$ cat config.mk
export PLATFORM = sky130hd
export DESIGN_NAME = branch_control_unit
export DESIGN_NICKNAME = d
export VERILOG_FILES = /design/src/rtl/branch_control_unit.sv
export SDC_FILE = /design/constraint.sdc
export NUM_CORES = 1
export LEC_CHECK = 0
export BUFFER_PORTS_ARGS = -buffer_cell sky130_fd_sc_hd__clkbuf_2
export CAP_MARGIN = 25
export CELL_PAD_IN_SITES_DETAIL_PLACEMENT = 1
export CELL_PAD_IN_SITES_GLOBAL_PLACEMENT = 2
export CORE_MARGIN = 5
export CORE_UTILIZATION = 26
export DETAILED_ROUTE_END_ITERATION = 10
export GPL_ROUTABILITY_DRIVEN = 0
export PLACE_DENSITY = 0.94
export SYNTH_ARGS = -nofsm -noshare
export SYNTH_HDL_FRONTEND = slang
export SYNTH_SLANG_ARGS = --single-unit
$ cat constraint.sdc
create_clock -name CLK -period 0.8 [get_ports CLK]
set_input_delay 0.04 -clock CLK [delete_from_list [all_inputs] [get_ports CLK]]
set_output_delay 0.04 -clock CLK [all_outputs]
set_load 0.02 [all_outputs]
$ cat src/rtl/branch_control_unit.sv
`default_nettype none
// ============================================================================
// Module   : branch_control_unit
// Brief    : EX-stage branch resolver; registers the redirect request and the
//            redirect target. Optional BCU_ALIGN_CHECK_EN adds TARGET_MISALIGNED.
// Revision : 1.0 - initial release
// ============================================================================
module branch_control_unit #(
  parameter int DATA_WIDTH = 32
) (
  input  logic                  CLK,
  input  logic                  RESETN,
  input  logic                  JUMP,
  input  logic                  BRANCH,
  input  logic [2:0]            FUNC3,
  input  logic [DATA_WIDTH-1:0] OUT1,
  input  logic [DATA_WIDTH-1:0] OUT2,
  input  logic [DATA_WIDTH-1:0] ALU_RESULT,
  output logic [DATA_WIDTH-1:0] TARGET_ADDRESS,
  output logic                  BRANCH_SELECT
`ifdef BCU_ALIGN_CHECK_EN
  ,
  output logic                  TARGET_MISALIGNED
`endif
);

  localparam logic [2:0] c_F3_BEQ  = 3'b000;
  localparam logic [2:0] c_F3_BNE  = 3'b001;
  localparam logic [2:0] c_F3_BLT  = 3'b100;
  localparam logic [2:0] c_F3_BGE  = 3'b101;
  localparam logic [2:0] c_F3_BLTU = 3'b110;
  localparam logic [2:0] c_F3_BGEU = 3'b111;

  logic                  w_eq;
  logic                  w_lt_s;
  logic                  w_lt_u;
  logic                  w_cond;
  logic                  w_taken;
  logic [DATA_WIDTH-1:0] w_next_target;
  logic                  w_unused_bit0;

  logic [DATA_WIDTH-1:0] r_target_address;
  logic                  r_branch_select;

  assign w_eq   = (OUT1 == OUT2);
  assign w_lt_s = ($signed(OUT1) < $signed(OUT2));
  assign w_lt_u = (OUT1 < OUT2);

  always_comb begin
    w_cond = 1'b0;
    case (FUNC3)
      c_F3_BEQ:  w_cond = w_eq;
      c_F3_BNE:  w_cond = ~w_eq;
      c_F3_BLT:  w_cond = w_lt_s;
      c_F3_BGE:  w_cond = ~w_lt_s;
      c_F3_BLTU: w_cond = w_lt_u;
      c_F3_BGEU: w_cond = ~w_lt_u;
      default:   w_cond = 1'b0;
    endcase
  end

  // A jump overrides the branch condition entirely.
  assign w_taken       = JUMP | (BRANCH & w_cond);
  assign w_next_target = w_taken ? {ALU_RESULT[DATA_WIDTH-1:1], 1'b0} : '0;
  assign w_unused_bit0 = ALU_RESULT[0];

  always_ff @(posedge CLK or negedge RESETN) begin
    if (!RESETN) begin
      r_branch_select  <= 1'b0;
      r_target_address <= '0;
    end else begin
      r_branch_select  <= w_taken;
      r_target_address <= w_next_target;
    end
  end

  assign BRANCH_SELECT  = r_branch_select;
  assign TARGET_ADDRESS = r_target_address;

`ifdef BCU_ALIGN_CHECK_EN
  logic r_target_misaligned;

  always_ff @(posedge CLK or negedge RESETN) begin
    if (!RESETN) begin
      r_target_misaligned <= 1'b0;
    end else begin
      r_target_misaligned <= w_taken & ALU_RESULT[1];
    end
  end

  assign TARGET_MISALIGNED = r_target_misaligned;
`endif

endmodule
`default_nettype wire

==> impl_metrics.ini, run 1 <==
[run_status]
status = finished with violations
violations = negative setup slack

[worst_setup_path]
cp.required_ns = 1.01
cp_num_buf_inv = 3
cp_top_family = simple AND/OR/NAND/NOR gates
cp_common_cell = or4_4
end_kind = register
start_kind = primary input
slowest_delay_ns = 0.57
critPathSlowestCell = or4_4
crit_fanout = 24
cp.arrival_ns = 2.18
crit_chain = clkbuf_16, inv_12, ha_4, nand4_1, or4_4, or4_4, nand2_4, a311oi_4, buf_12, a31oi_2
crit_type = primary input to register

[synthesis]
avgSynthCellArea_um2 = 9.79
synth_top_cell_area_share_pct = 35.1
synth_area_leaders = dfrtp_1 35%, ha_1 18%, a31oi_2 16%
syn_area_um2 = 2280
synth_common_cells = 64 x inv_1, 32 x dfrtp_1, 32 x ha_1
synth.most_common_cell = inv_1
ys_types = 32
synth_edf_count = 0
synth_seq_area_share_pct = 35.1
synth-seq-cells = 32
yosys_warnings = 0
synth_nets = 368
synth_ff_type = dfrtp_1
async_reset_ff_share_pct = 100
netlist_instances = 233
yosysTopAreaCell = dfrtp_1

[power_and_ir_drop]
p_int_uw = 3830
power_frac_comb_pct = 34.6
ir_worst_vdd_mv = 0.605
p_leak_uw = 0.00212
seq_power_share_pct = 33.6
switchingPower_uw = 1560
power.density_nw_per_um2 = 1270
clockPowerShare_pct = 31.8
swShare_pct = 28.9

[drt]
drt-pass1-iter-count = 3
drc = 0
vias_per_cell = 4.55
wl_per_cell_um = 16.2
drtIter0Drc = 25
vias = 2382
drt-total-wl_um = 8470
ant_nets = 0

[timing]
grt_setup_unrepaired = yes
setup_ws_ns = -1.17
hold_violations = 0
hold_ws_ns = 0.149
maxSlewViolCount = 0
period_needed_ns = 1.97
period_share_pct = 246
max_freq_mhz = 508
setup_viol = 64

[final_layout]
final_nets = 549
drive_gt1_share_pct = 56.1
multiInputGateArea_um2 = 1440
final_util_pct = 49.1
antenna_cells = 0
syn2layout_area_growth_pct = 86.0
register_area_um2 = 801
fillCellCount = 951

[clock_network]
clock_path_buffers = 2
cts_buffers = 5
cts-root-buf = clkbuf_8
cts_max_level = 2
cts.sinks = 32
clkSlewWorstSetupHoldPaths_ns = 0.06
cts_tree = built

[place]
dpl.hpwl_um = 5840
io_buffers = 133

[run]
cap_violations = 0

[die]
core_area_um2 = 8640
fp.dieH_um = 104
start_util_pct = 26.4
ioPinCount = 136
fp.dieW_um = 104
num_rows = 34
die_area_um2 = 10800

[global_route]
grt_start_max_net_pins = 33
antenna_found_initial = 0
top_usage_layer = met2
grt_use_total_pct = 14.8
grt_use_met1_pct = 16.8
grt_overflow_total = 0
grt_pass1_vias = 2629
grt_pass1_wl_um = 13400
gr-usage-met2_pct = 27.0
grtUsageMet3_pct = 4.66

[hold_path]
worstHoldPathType = primary input to register
[kinds of logic (layout without fill, tap and decap cells)]
family	after synthesis	in the layout	share of synthesized area, %
compound gates	58	58	24.7
buf+inv	75	257	13.7
simple gates	35	35	8.83
fa+ha+maj	32	32	17.5
flops	32	32	35.1
other cells	1	1	0.164
[power groups by stage]
| stage | registers, uW | clock network (uW) | logic, uW |
|---|---|---|---|
| 2_1_floorplan | 1960 | 0 | 643 |
| 3_3_place_gp | 1810 | 0 | 1390 |
| 3_5_place_dp | 1810 | 0 | 1440 |
| 4_1_cts | 1780 | 1740 | 1660 |
| 5_1_grt | 1820 | 1830 | 2040 |
| 6_report | 1810 | 1710 | 1870 |
[layout by cell type (no fill, tap or decap), drive strengths merged, types with 2 or more instances in the layout]
| cell type | netlist | layout |
|---|---|---|
| inv | 64 | 64 |
| nand3 | 5 | 5 |
| dfrtp | 32 | 32 |
| buf | 7 | 60 |
| nor2 | 3 | 3 |
| ha | 32 | 32 |
| dlygate4sd3 | 0 | 32 |
| nand2 | 10 | 10 |
| nor3 | 2 | 2 |
| nand4 | 8 | 8 |
| clkbuf | 4 | 100 |
| a21oi | 14 | 14 |
| or4 | 4 | 4 |
| o211ai | 3 | 3 |
| o21ai | 4 | 4 |
| a31oi | 31 | 31 |
[layer usage]
layer	routed length (um)	up-vias	share of wire, %
li1	-	1158	-
met1	3170	1124	37
met2	4650	92	55
met3	568	8	6.7
met4	90	0	1.1
met5	0	-	0
[metrics by stage]
| stage | setup slack, ns | instance area, um^2 | instances | TNS [ns] | total power, uW |
|---|---|---|---|---|---|
| final | -1.17 | 4240 | 523 | -37.52 | 5390 |
| after global routing | -1.21 | 4240 | 523 | -40.51 | 5690 |
| after CTS | -1.16 | 3940 | 519 | -37.87 | 5180 |
| after detailed placement | -1.62 | 3340 | 476 | -50.29 | 3250 |
| after global placement | -1.58 | 3340 | 476 | -48.79 | 3190 |
| after floorplan | -1.21 | 2460 | 233 | -37.69 | 2600 |
[state kept, by name (all words and copies together), names as in the netlist]
signal / count
BRANCH_SELECT: 1
TARGET_ADDRESS: 31
[layout make-up]
type	count	area share, %
timing repair buffer	185	34.8
multi-input combinational	126	34.0
sequential	32	18.9
inverter	64	6.13
tap	108	3.18
clock buffer	7	2.27
clock inverter	1	0.708
[final timing paths]
check,startpoint,end,slack (ns),cells past startpoint
worst max-delay path,OUT2[23],TARGET_ADDRESS[7]$_DFF_PN0_,-1.17,10
worst min-delay path,JUMP,BRANCH_SELECT$_DFF_PN0_,0.15,4
max in group asynchronous,RESETN,BRANCH_SELECT$_DFF_PN0_,0.37,3
min in group asynchronous,RESETN,TARGET_ADDRESS[8]$_DFF_PN0_,0.25,3
[what timing repair did]
| item | 4_1_cts | 5_1_grt |
|---|---|---|
| cloned | 1 | 0 |
| hold buffers | 32 | 0 |
| pin swaps | 7 | 1 |
| hold endpoints to repair | 63 | 0 |
| gates resized for setup | 17 | 110 |
| setup endpoints to repair | 64 | 64 |
| setup buffers | 2 | 4 |
Power figures use the tool's default switching activity.
==> run 2: changes to the inputs <==
--- a/config.mk
+++ b/config.mk
@@ -10,10 +10,10 @@
 export CELL_PAD_IN_SITES_DETAIL_PLACEMENT = 1
 export CELL_PAD_IN_SITES_GLOBAL_PLACEMENT = 2
 export CORE_MARGIN = 5
-export CORE_UTILIZATION = 26
+export CORE_UTILIZATION = 22
 export DETAILED_ROUTE_END_ITERATION = 10
 export GPL_ROUTABILITY_DRIVEN = 0
-export PLACE_DENSITY = 0.94
+export PLACE_DENSITY = 0.85
 export SYNTH_ARGS = -nofsm -noshare
 export SYNTH_HDL_FRONTEND = slang
 export SYNTH_SLANG_ARGS = --single-unit
==> constraint.sdc (replaced) <==
create_clock -name CLK -period 1.8 [get_ports CLK]
set_input_delay 0.09 -clock CLK [delete_from_list [all_inputs] [get_ports CLK]]
set_output_delay 0.09 -clock CLK [all_outputs]
set_load 0.02 [all_outputs]
==> impl_metrics.ini, run 2 (synthesis gave the netlist of run 1 again) <==
[run_status]
status = finished with violations
violations = negative setup slack

[place]
dp.cells = 505
io_buffers = 133
post_dp_cell_area_um2 = 3360
dpl.hpwl_um = 5830

[final_layout]
antenna_cells = 0
final_nets = 513
syn2layout_area_growth_pct = 58.4
final_common_cell = clkbuf_2
register_area_um2 = 801
final_cell_mix = 132 x clkbuf_2, 50 x inv_1, 32 x dfrtp_1, 29 x a31oi_2
final_cell_area_um2 = 3620
fillCellCount = 1218
drive_gt1_share_pct = 59.9
multiInputGateArea_um2 = 1400
largest_reg_flops = 31
final_util_pct = 35.3
final_cell_count_no_fill = 515

[global_route]
grt_use_met1_pct = 13.8
grt_start_max_net_pins = 33
gr-usage-met2_pct = 18.6
grtUsageMet3_pct = 2.99
grt_overflow_total = 0
grt_pass1_wl_um = 11500
antenna_found_initial = 0
top_usage_layer = met2
grt_pass1_vias = 2403
grt_use_total_pct = 11.0

[die]
fp.dieW_um = 112
die_area_um2 = 12500
core_area_um2 = 10200
start_util_pct = 22.3
ioPinCount = 136
fp.dieH_um = 112
num_rows = 37

[worst_setup_path]
slowest_delay_ns = 0.55
cp.depth = 10
startpoint = OUT2[23]
cp_num_buf_inv = 3
cp.required_ns = 1.99
crit_fanout = 17
crit_end = TARGET_ADDRESS[5]$_DFF_PN0_
cp_common_cell = or4_4
start_kind = primary input
crit_chain = clkbuf_16, inv_12, ha_4, nand4_1, or4_4, or4_4, nand2_2, a311oi_4, buf_12, a31oi_2
crit_type = primary input to register
critPathSlowestCell = or4_4
end_kind = register
cp_top_family = simple AND/OR/NAND/NOR gates
cp.arrival_ns = 2.22

[clock_network]
cts_tree = built
clkSlewWorstSetupHoldPaths_ns = 0.06
post-cts-setup-buffers = 0
cts_max_level = 2
cts.sinks = 32
cts_buffers = 5
clock_path_buffers = 2
cts-root-buf = clkbuf_8

[run]
cap_violations = 0

[power_and_ir_drop]
ir_worst_vdd_mv = 0.316
switchingPower_uw = 612
seq_power_share_pct = 37.4
clockPowerShare_pct = 30.9
p_leak_uw = 0.00188
power_frac_comb_pct = 31.7
p_int_uw = 1500
power.density_nw_per_um2 = 584
swShare_pct = 29.0

[drt]
drt-total-wl_um = 6900
vias_per_cell = 4.17
vias = 2145
wl_per_cell_um = 13.4
ant_nets = 0
drt-pass1-iter-count = 4
drtIter0Drc = 36
drc = 0

[timing]
hold_violations = 0
setup_ws_ns = -0.225
period_share_pct = 112
period_needed_ns = 2.02
tightest_slew_ns = 0.747
max_freq_mhz = 494
setup_viol = 32
grt_setup_unrepaired = yes
maxSlewHeadroom_pct = 50.2
maxSlewViolCount = 0
fin_setup_tns_ns = -5.84

[hold_path]
worstHoldPathType = primary input to register
[run 2: cell types whose count changed in the layout (fill, tap and decap cells not counted), sizes merged]
cell,delta
clkbuf,+39
clkinv,+1
dlygate4sd3,-31
buf,-45
[run 2: per-layer routing]
metal	vias to the layer above	routed length, um
li1	1083	-
met1	969	3040
met2	88	3240
met3	5	570
met4	0	51
met5	-	0
[run 2: how the worst min path moves through the flow]
stage	startpoint	to	slack, ns	cells past startpoint
final	ALU_RESULT[31]	TARGET_ADDRESS[31]$_DFF_PN0_	0.009	3
after global routing	ALU_RESULT[1]	TARGET_ADDRESS[1]$_DFF_PN0_	0.005	3
after CTS	ALU_RESULT[31]	TARGET_ADDRESS[31]$_DFF_PN0_	0.003	3
after detailed placement	RESETN	TARGET_ADDRESS[15]$_DFF_PN0_	0.19	1
after global placement	RESETN	TARGET_ADDRESS[15]$_DFF_PN0_	0.18	1
after floorplan	RESETN	BRANCH_SELECT$_DFF_PN0_	-0.21	0
[run 2: area by class of cell]
| type | count | area share [%] |
|---|---|---|
| inverter | 64 | 7.20 |
| clock inverter | 2 | 0.969 |
| clock buffer | 6 | 2.01 |
| multi-input combinational | 126 | 38.8 |
| tap | 136 | 4.71 |
| sequential | 32 | 22.1 |
| timing repair buffer | 149 | 24.2 |
[run 2: timing repair]
action                     4_1_cts  5_1_grt
pin swaps                        1        1
setup endpoints to repair       32       32
gates resized for setup         17        2
gates cloned                     1        0
hold buffers                     1        0
hold endpoints to repair        32        0
[run 2: power by group through the flow]
| stage | clock network, uW | registers [uW] | logic, uW |
|---|---|---|---|
| global placement | 0 | 802 | 622 |
| floorplan | 0 | 872 | 286 |
| detailed placement | 0 | 803 | 642 |
| finish | 652 | 790 | 670 |
| global route | 707 | 794 | 746 |
| CTS | 668 | 790 | 681 |
[run 2: per-stage QoR]
stage,worst slack (ns),power [uW],hold WS [ns]
after floorplan,-0.256,1160,-0.206
after global placement,-0.583,1420,0.182
after detailed placement,-0.660,1450,0.190
after CTS,-0.240,2140,0.00266
after global routing,-0.312,2250,0.00486
final,-0.225,2110,0.00882
[run 2: worst min-delay path: cells and delay by family]
family	cells	cell delay, ns
AOI/OAI and AO/OA	1	0.04
buffers and inverters	2	0.12
==> run 3: changes to the inputs <==
--- a/config.mk
+++ b/config.mk
@@ -11,6 +11,7 @@
 export CELL_PAD_IN_SITES_GLOBAL_PLACEMENT = 2
 export CORE_MARGIN = 5
 export CORE_UTILIZATION = 22
+export CTS_BUF_LIST = sky130_fd_sc_hd__clkbuf_16
 export DETAILED_ROUTE_END_ITERATION = 10
 export GPL_ROUTABILITY_DRIVEN = 0
 export PLACE_DENSITY = 0.85
==> impl_metrics.ini, run 3 (synthesis gave the netlist of run 1 again) <==
[drt]
wl_met1_um = 3000
highest-signal-layer = met4
met2WireLength_um = 3340
vias_per_cell = 4.20
drt-total-wl_um = 6990
route.met3.wl_um = 596
vias = 2165
drc = 0
wl_per_cell_um = 13.6
drt-pass1-iter-count = 4
ant_nets = 0
drtIter0Drc = 35

[place]
dpl.hpwl_um = 5830
place_ws_ns = -0.660
io_buffers = 133

[die]
fp.dieH_um = 112
die_area_um2 = 12500
start_util_pct = 22.3
core_area_um2 = 10200
num_rows = 37
fp.dieW_um = 112
ioPinCount = 136

[timing]
setup_viol = 32
maxSlewViolCount = 0
setup_ws_ns = -0.232
maxSlewHeadroom_pct = 49.3
period_share_pct = 113
max_freq_mhz = 492
period_needed_ns = 2.03
tightest_slew_ns = 0.761
grt_setup_unrepaired = yes
hold_ws_ns = 0.0149
hold_violations = 0

[global_route]
grt_pass1_vias = 2410
antenna_found_initial = 0
grt_start_max_net_pins = 33
grt_pass1_wl_um = 11600
grt_overflow_total = 0
grt_use_total_pct = 11.2

[final_layout]
syn2layout_area_growth_pct = 60.7
antenna_cells = 0
final_common_cell = clkbuf_2
drive_gt1_share_pct = 59.9
final_cell_mix = 132 x clkbuf_2, 51 x inv_1, 32 x dfrtp_1, 29 x a31oi_2
final_nets = 513
fillCellCount = 1216
largest_reg_flops = 31

[clock_network]
cts_buffers = 5
clock_path_buffers = 2
cts.sinks = 32
cts_tree = built
cts-root-buf = clkbuf_16
cts_max_level = 2
clkSlewWorstSetupHoldPaths_ns = 0.05

[power_and_ir_drop]
p_leak_uw = 0.00191
power.density_nw_per_um2 = 648
seq_power_share_pct = 33.3
ir_worst_vdd_mv = 0.364
power_frac_comb_pct = 28.2
clockPowerShare_pct = 38.6
p_total_uw = 2380
p_int_uw = 1730
switchingPower_uw = 644
swShare_pct = 27.1

[worst_setup_path]
end_kind = register
critPathSlowestCell = or4_4
crit_chain = clkbuf_16, inv_12, ha_4, nand4_1, or4_4, or4_4, nand2_2, a311oi_4, buf_6, a31oi_1
slowest_delay_ns = 0.55
crit_type = primary input to register
cp_common_cell = or4_4
crit_fanout = 15
start_kind = primary input
cp.required_ns = 1.99
cp.arrival_ns = 2.22

[hold_path]
worstHoldPathType = primary input to register
hold_depth = 3

[run_status]
status = finished with violations
violations = negative setup slack

[run]
cap_violations = 0
-- run 3: changes by cell type in the layout (fill, tap and decap cells not counted) --
cell,delta
buf_6,+1
inv_1,+1
buf_8,-1
clkbuf_8,-5
clkbuf_16,+5
clkbuf_1,-1
-- run 3: critical path: cells and delay by family --
| family | cells | cell delay [ns] |
|---|---|---|
| fa+ha+maj | 1 | 0.26 |
| compound gates | 2 | 0.24 |
| buf+inv | 3 | 0.35 |
| simple gates | 4 | 1.27 |
-- run 3: per-layer routing --
metal	up-vias	track usage (%)
li1	1086	-
met3	4	3.48
met5	-	0
met2	90	18.9
met4	0	2.68
met1	985	13.9
-- run 3: layout make-up --
cell class	instances	area (um^2)	area share [%]
well taps	136	170	4.64
multi-input cells	126	1400	38.3
clock buffers	5	125	3.41
inverters	64	260	7.09
flip-flops and latches	32	801	21.8
clock inverters	3	38.8	1.06
repair buffers	149	870	23.7
-- run 3: what timing repair did --
item / in CTS / in global routing
gates cloned: 1 / 0
buffers inserted: 0 / 0
hold buffers: 1 / 0
hold endpoints to repair: 32 / 0
endpoints found under the setup margin: 32 / 32
resized for setup: 17 / 1
-- run 3: final timing paths --
check,startpoint,to,slack [ns]
hold / removal,ALU_RESULT[31],TARGET_ADDRESS[31]$_DFF_PN0_,0.01
setup / recovery,OUT2[23],TARGET_ADDRESS[31]$_DFF_PN0_,-0.23
max in group asynchronous,RESETN,TARGET_ADDRESS[23]$_DFF_PN0_,0.89
min in group asynchronous,RESETN,TARGET_ADDRESS[15]$_DFF_PN0_,0.43
-- run 3: power groups by stage --
stage | Combinational, uW | Sequential, uW | Clock, uW
2_1_floorplan | 286 | 872 | 0
3_3_place_gp | 622 | 802 | 0
3_5_place_dp | 642 | 803 | 0
4_1_cts | 682 | 791 | 938
5_1_grt | 746 | 795 | 979
6_report | 669 | 791 | 917
-- run 3: per-stage QoR --
step                area [um^2]  TNS (ns)  util [%]  std cells
finish                     3670     -6.08      35.9        515
detailed placement         3360    -19.50      32.8        505
CTS                        3660     -6.63      35.7        515
global placement           3360    -18.11      32.8        505
global route               3670     -9.30      35.9        515
floorplan                  2460     -7.29         -        233
